## src/rtl/rgb_pwm_ctrl.sv

```systemverilog
// Multi-channel LED PWM controller with per-channel static, blink and breathe effects.
// A shared prescaler generates the effect tick; all outputs are registered.
module rgb_pwm_ctrl #(
    parameter int NCH   = 3,
    parameter int PW    = 8,
    parameter int DIV_W = 16
) (
    input  logic           clk,
    input  logic           rst,
    input  logic           wr_en,
    input  logic [3:0]     wr_addr,
    input  logic [15:0]    wr_data,
    output logic [NCH-1:0] pwm_o,
    output logic           led_en,
    output logic           tick_o
);

    typedef enum logic {UP, DOWN} br_st_e;

    localparam logic [1:0] M_OFF     = 2'd0;
    localparam logic [1:0] M_STATIC  = 2'd1;
    localparam logic [1:0] M_BLINK   = 2'd2;
    localparam logic [1:0] M_BREATHE = 2'd3;

    logic [PW-1:0]    cnt_q, cnt_d;
    logic [DIV_W-1:0] pcnt_q, pcnt_d;
    logic [DIV_W-1:0] div_q, div_d;
    logic             en_q, en_d;
    logic             tick_q, tick_d;
    logic [NCH-1:0]   pwm_q, pwm_d;
    logic [NCH-1:0]   phase_q, phase_d;
    logic [PW-1:0]    duty_q [NCH];
    logic [PW-1:0]    duty_d [NCH];
    logic [1:0]       mode_q [NCH];
    logic [1:0]       mode_d [NCH];
    logic [PW-1:0]    ramp_q [NCH];
    logic [PW-1:0]    ramp_d [NCH];
    br_st_e           st_q   [NCH];
    br_st_e           st_d   [NCH];
    logic [PW-1:0]    lvl    [NCH];
    logic             tick;

    always_comb begin
        cnt_d   = cnt_q + 1'b1;
        div_d   = div_q;
        en_d    = en_q;
        phase_d = phase_q;
        pwm_d   = '0;
        tick    = (pcnt_q == div_q);
        tick_d  = tick;
        pcnt_d  = tick ? '0 : pcnt_q + 1'b1;

        if (wr_en && wr_addr == 4'd0) begin
            div_d  = wr_data[DIV_W-1:0];
            pcnt_d = '0;
        end
        if (wr_en && wr_addr == 4'd1) en_d = wr_data[0];

        for (int unsigned k = 0; k < NCH; k++) begin
            duty_d[k] = duty_q[k];
            mode_d[k] = mode_q[k];
            ramp_d[k] = ramp_q[k];
            st_d[k]   = st_q[k];

            case (mode_q[k])
                M_OFF:     lvl[k] = '0;
                M_STATIC:  lvl[k] = duty_q[k];
                M_BLINK:   lvl[k] = phase_q[k] ? duty_q[k] : '0;
                M_BREATHE: lvl[k] = ramp_q[k];
                default:   lvl[k] = '0;
            endcase
            pwm_d[k] = en_q && ((lvl[k] == '1) || (cnt_q < lvl[k]));

            // Effects advance in every mode; selecting a mode restarts them from a clean state.
            if (tick) begin
                phase_d[k] = ~phase_q[k];
                if (st_q[k] == UP) begin
                    if (ramp_q[k] < duty_q[k]) begin
                        ramp_d[k] = ramp_q[k] + 1'b1;
                    end else begin
                        ramp_d[k] = duty_q[k];
                        st_d[k]   = DOWN;
                    end
                end else begin
                    if (ramp_q[k] != '0) ramp_d[k] = ramp_q[k] - 1'b1;
                    else                 st_d[k]   = UP;
                end
            end

            if (wr_en && wr_addr == 4'(2 + 2 * k)) duty_d[k] = wr_data[PW-1:0];
            if (wr_en && wr_addr == 4'(3 + 2 * k)) begin
                mode_d[k]  = wr_data[1:0];
                ramp_d[k]  = '0;
                phase_d[k] = 1'b0;
                st_d[k]    = UP;
            end
        end
    end

    always_ff @(posedge clk) begin
        if (rst) begin
            cnt_q   <= '0;
            pcnt_q  <= '0;
            div_q   <= '0;
            en_q    <= 1'b0;
            tick_q  <= 1'b0;
            pwm_q   <= '0;
            phase_q <= '0;
            for (int unsigned k = 0; k < NCH; k++) begin
                duty_q[k] <= '0;
                mode_q[k] <= '0;
                ramp_q[k] <= '0;
                st_q[k]   <= UP;
            end
        end else begin
            cnt_q   <= cnt_d;
            pcnt_q  <= pcnt_d;
            div_q   <= div_d;
            en_q    <= en_d;
            tick_q  <= tick_d;
            pwm_q   <= pwm_d;
            phase_q <= phase_d;
            for (int unsigned k = 0; k < NCH; k++) begin
                duty_q[k] <= duty_d[k];
                mode_q[k] <= mode_d[k];
                ramp_q[k] <= ramp_d[k];
                st_q[k]   <= st_d[k];
            end
        end
    end

    assign pwm_o  = pwm_q;
    assign led_en = en_q;
    assign tick_o = tick_q;

endmodule

```

## config.mk

```make
export PLATFORM = sky130hd
export DESIGN_NAME = rgb_pwm_ctrl
export DESIGN_NICKNAME = d
export VERILOG_FILES = /design/src/rtl/rgb_pwm_ctrl.sv
export SDC_FILE = /design/constraint.sdc
export NUM_CORES = 1
export LEC_CHECK = 0
export BUFFER_PORTS_ARGS = -buffer_cell sky130_fd_sc_hd__buf_2
export CORE_ASPECT_RATIO = 0.75
export CORE_MARGIN = 3
export CORE_UTILIZATION = 49
export DETAILED_ROUTE_END_ITERATION = 12
export PLACE_DENSITY = 0.67
export SLEW_MARGIN = 15
export SYNTH_ARGS = -nofsm -noshare
export SYNTH_HDL_FRONTEND = slang
export SYNTH_SLANG_ARGS = --single-unit
```

## constraint.sdc

```tcl
create_clock -name clk -period 2.3 [get_ports clk]
set_input_delay 0.115 -clock clk [delete_from_list [all_inputs] [get_ports clk]]
set_output_delay 0.115 -clock clk [all_outputs]
set_load 0.03 [all_outputs]
```

**Word-level counts from Yosys, hierarchy flattened**

Memories as Yosys holds them, arrays and structs flattened.
Index checks and enable logic that the tools add are counted.

- Register bits after elaboration: 48
- RAM bits: 57
- Bits of input ports: 23
- Word-level logic and storage cells: 144
- Memories kept: 4

- $add $sub $neg: 8
- Order comparisons: 6
- Equality and inequality tests: 20
- Mux-type cells: 57
- Bitwise gates (word level): 15
- Reduce and logical (&&, ||, !) cells: 25

Memory list:

| memory | depth | width | read ports | clocked after Yosys merged registers in | write ports | RTL line | RTL |
|---|---|---|---|---|---|---|---|
| duty_q | 3 | 8 | 3 | 0 | 3 | 32 | `logic [PW-1:0] duty_q [NCH];` |
| ramp_q | 3 | 8 | 3 | 0 | 3 | 36 | `logic [PW-1:0] ramp_q [NCH];` |
| mode_q | 3 | 2 | 3 | 0 | 3 | 34 | `logic [1:0] mode_q [NCH];` |
| st_q | 3 | 1 | 3 | 0 | 3 | 38 | `br_st_e st_q [NCH];` |

Operator list:

| cell | count |
|---|---|
| two-way mux 8 bit | 27 |
| one-hot mux 8 bit (4 select lines) | 3 |
| less-than comparator 8 bit | 6 |
| adder 8 x 1 -> 8 bit, second input constant | 4 |
| equality test 8 bit, second input constant | 3 |
| nonzero test 8 bit | 3 |
| subtractor 8 x 1 -> 8 bit, second input constant | 3 |
| two-way mux 1 bit | 21 |
| adder 16 x 1 -> 16 bit, second input constant | 1 |
| equality test 16 bit | 1 |
| equality test 4 x 3 -> 1 bit, second input constant | 4 |
| equality test 2 bit, second input constant | 6 |
| two-way mux 2 bit | 6 |
| bitwise OR 1 bit | 12 |
| logical AND 1 bit | 11 |
| equality test 4 x 2 -> 1 bit, second input constant | 2 |
| equality test 2 x 1 -> 1 bit, second input constant | 3 |
| logical NOT 2 bit | 3 |
| OR reduction 2 bit | 3 |
| equality test 4 x 1 -> 1 bit, second input constant | 1 |
| logical NOT 4 bit | 1 |
| logical OR 1 bit | 3 |
| inverter 1 bit | 3 |
| OR reduction 3 bit | 1 |

**Logic depth before layout (Yosys ltp)**

- Depth after elaboration: 6
- Depth in mapped cells: 12

**Worst setup path before layout**

OpenSTA, ideal clock, no wires.

- Path kind: reg2reg
- From: memory duty_q[1][1], in the netlist duty_q[0][9]
- To: memory ramp_q[1][2], in the netlist ramp_q[0][10]
- Library setup time: 86 ps
- Data arrival time: 1941 ps
- Data required time: 2214 ps
- Slack: 274 ps
- Cell stages (with the launch flop): 9
- Buffers on the path: 1
- Period minus slack after synthesis: 2026 ps
- Path through: dfxtp_1 -> inv_1 -> ha_1 -> a2111oi_1 -> o31a_1 -> buf_2 -> mux2i_1 -> o21ai_0 -> a211oi_1

RTL lines:

| element | RTL line |
|---|---|
| from (decl) | 32 |
| to (decl) | 36 |

==> metrics.md <==
| Metric | Value |
|---|---|
| Initial Util | between 50% and 60% |
| Drt first-iter violations | ~720 |
| Clock sink count | 105 |
| Max-cap violations | 0 |
| Pwr per Cell Area | ~1000 mW/mm^2 |
| Post-DRT Antenna Nets | 0 |
| Startpoint Class | flop |
| Yosys cell types | 72 |
| Mapped Cells | 887 |
| Design Power | 8.14 mW |
| TritonRoute pass-1 iters | 5 |
| Fin Hold WS | about 0.07 ns |
| Ys flop type | dfxtp_1 |
| CTS tree | done |
| Die W | between 100 and 150 um |
| CP startpoint | pcnt_q[14] |
| Global-route wire length before repair | 30.0 mm |
| Die area | between 0.015 and 0.02 mm^2 |
| Synth Warn # | 0 |
| Placement Setup Slack | approximately 0.14 ns |
| Number of synthesized flops with an enable pin | 0 |
| Setup crit end kind | flop |
| Clock Latency Late Sink | ~0.35 ns |
| Synth area leaders | dfxtp_1 (30%), ha_1 (9.4%), mux2i_1 (5.8%) |
| IO Count | 28 |
| Tmin final | approximately 2.2 ns |
| Critical path's largest stage delay | approximately 0.35 ns |
| Post-route DRC | 0 |
| Worst hold start | wr_data[3] |
| CTS root buf | clkbuf_16 |
| Sequential share of the synthesized area | between 20% and 30% |
| DIE HEIGHT | between 100 and 150 um |
| Async set-or-reset flop fraction in the synthesized netlist | 0% |
| TNS Setup | 0 ns |
| Placed Cells | 1098 |
| Largest net degree at the start of global routing | 27 |
| Core Region | between 0.01 and 0.015 mm^2 |
| Standard-cell rows | 37 |
| Synth cell count leaders | dfxtp_1 (105), nor2_1 (104), nand2_1 (101) |
| Leak pwr | between 3 and 4 nW |
| Crit path kind | reg -> reg |
| Worst-margin pin slew | ~0.67 ns |
| Diodes inserted | 0 |
| Layout Nets | roughly 1000 |
| Overall routing resource usage | between 20% and 30% |
| Cell breakdown of the critical path | xnor2_1 -> nand4_1 -> nor4_4 -> buf_12 -> and2_1 -> a21oi_1 -> a311oi_1 |
| Max VDD drop | between 0.9 and 1 mV |
| Status | complete, no violations |
| Final Cell Area | about 0.008 mm^2 |
| Critical-path top delay cell | and2_1 |
| Slew Viols, Final | 0 |
| DP HPWL | 13.7 mm |
| Worst Path Arrival | 2.42 ns |
| Final GP Congestion | between 0.8 and 0.9 |
| Vias in the first global route | 5915 |
| Final Hold Fails | 0 |
| Cell taking the most area after synthesis | dfxtp_1 |
| Crit-path max FO | 16 |
| Placed Area | 0.00762 mm^2 |
| Vias | around 6400 |
| Antenna violations before repair | 0 |
| Synthesis-stage register bit count | approximately 110 |
| Vias/cell | between 5 and 6 |
| Top-area cell type share of the netlist area | between 20% and 30% |
| Skew final | between 0.01 and 0.015 ns |
| Layout Cells excl Fill | approximately 1100 |
| Finished Core Util | between 50% and 60% |
| Max clock buf depth | 2 |
| Mapped Area | around 0.0070 mm^2 |
| Relative slew slack | ~55% |
| IO Port Bufs | 27 |
| Cts bufs inserted | 9 |
| Syn Nets | 963 |
| Reg-to-Reg Start | pcnt_q[14] |
| Worst-path clk slew | ~0.09 ns |
| F_max | about 460 MHz |
| Top-count cell post-synth | dfxtp_1 |
| Area Growth Syn to Fin | 14.5% |
| H-tree Lvls | 3 |
| Final setup vio count | 0 |
| Final worst slack | about 0.14 ns |
| Final critical-path share of the clock period | between 90% and 100% |
| HP Class | in -> reg |
| Final WL | about 18 mm |
| Mean Syn Cell Area | 7.91 um^2 |
| CP Data Required Time | roughly 2.6 ns |
| Total gr overflow | 0 |
| Share of cells above drive strength 1 | around 14% |
| Drt wl/cell | about 16 um |
[cell type report]
| type | count | area [um^2] |
|---|---|---|
| Fill cell | 1265 | 5800 |
| Multi-Input combinational cell | 689 | 4550 |
| Sequential cell | 105 | 2100 |
| Timing Repair Buffer | 98 | 701 |
| Clock buffer | 9 | 225 |
| Tap cell | 175 | 219 |
| Inverter | 40 | 150 |
| Clock inverter | 7 | 93.8 |
[registers in the layout (all words and copies together) (netlist names)]
signal	cells
led_en	1
mode_q	6
tick_o	1
div_q	16
st_q	3
duty_q	24
ramp_q	24
cnt_q	8
pcnt_q	16
pwm_o	3
phase_q	3
[where the power goes]
part | total, mW | internal, mW | switching (mW)
clock | 1.60 | 0.787 | 0.814
combinational | 4.24 | 1.91 | 2.33
sequential | 2.30 | 2.03 | 0.270
[cell usage in the layout (no fill, tap or decap), types with 6 or more instances in the layout]
cell | netlist | layout
nor3_1 | 12 | 12
and2_1 | 6 | 6
a22oi_1 | 18 | 18
o22ai_1 | 7 | 7
clkbuf_16 | 0 | 9
o21ai_0 | 42 | 42
o211ai_1 | 8 | 8
inv_1 | 39 | 39
xor2_1 | 13 | 13
o21a_1 | 6 | 6
and3_1 | 18 | 18
a211oi_1 | 13 | 13
nand3_1 | 26 | 26
nor3b_1 | 6 | 6
a21o_1 | 8 | 8
buf_2 | 8 | 27
xnor2_1 | 38 | 38
buf_4 | 3 | 62
dfxtp_1 | 105 | 105
nand2b_1 | 9 | 9
nand2_1 | 101 | 101
a21oi_1 | 56 | 56
nor2_1 | 104 | 104
nor2b_1 | 11 | 11
ha_1 | 53 | 53
nand4_1 | 15 | 15
dlygate4sd3_1 | 0 | 8
mux2i_1 | 41 | 41
[worst paths after layout]
| check | endpoint | slack, ns | cells past startpoint |
|---|---|---|---|
| setup / recovery | ramp_q[0][14] | 0.14 | 7 |
| hold / removal | div_q[3] | 0.07 | 3 |
| setup reg to reg | ramp_q[0][14] | 0.14 | 7 |
| hold reg to reg | div_q[15] | 0.48 | 2 |
[routing by layer]
metal	vias to the layer above	wire length [um]	global-route usage, %
met1	2973	9380	36.9
met3	15	950	3.13
li1	3241	-	-
met2	183	7740	34.8
met4	0	172	4.39
met5	-	0	0
[worst max-delay path, delay by kind of cell, from the launching register on]
family | cells | cell delay [ns]
flip-flops | 1 | 0.34
AND/OR/NAND/NOR | 3 | 0.88
XOR/XNOR | 1 | 0.25
AO/OA/AOI/OAI | 2 | 0.39
buffers and inverters | 1 | 0.19
[repair_timing]
action | in CTS | in global routing
hold buffers | 8 | 0
resized for setup | 0 | 1
endpoints found under the hold margin | 8 | 0
setup endpoints to repair | 0 | 6
setup buffers | 0 | 1
[kinds of logic (layout without fill, tap and decap cells)]
| kind of cell | count (synthesis) | after routing | share of synthesized area (%) |
|---|---|---|---|
| and+or+nand+nor | 342 | 342 | 23.7 |
| AOI/OAI and AO/OA | 198 | 198 | 18.6 |
| DFF | 105 | 105 | 30.0 |
| buffers and inverters | 93 | 154 | 5.49 |
| adders and majority gates | 53 | 53 | 9.45 |
| xor gates and xnor gates | 51 | 51 | 6.36 |
| muxes | 45 | 45 | 6.49 |
Note: power is estimated with default switching activity, not from simulation.
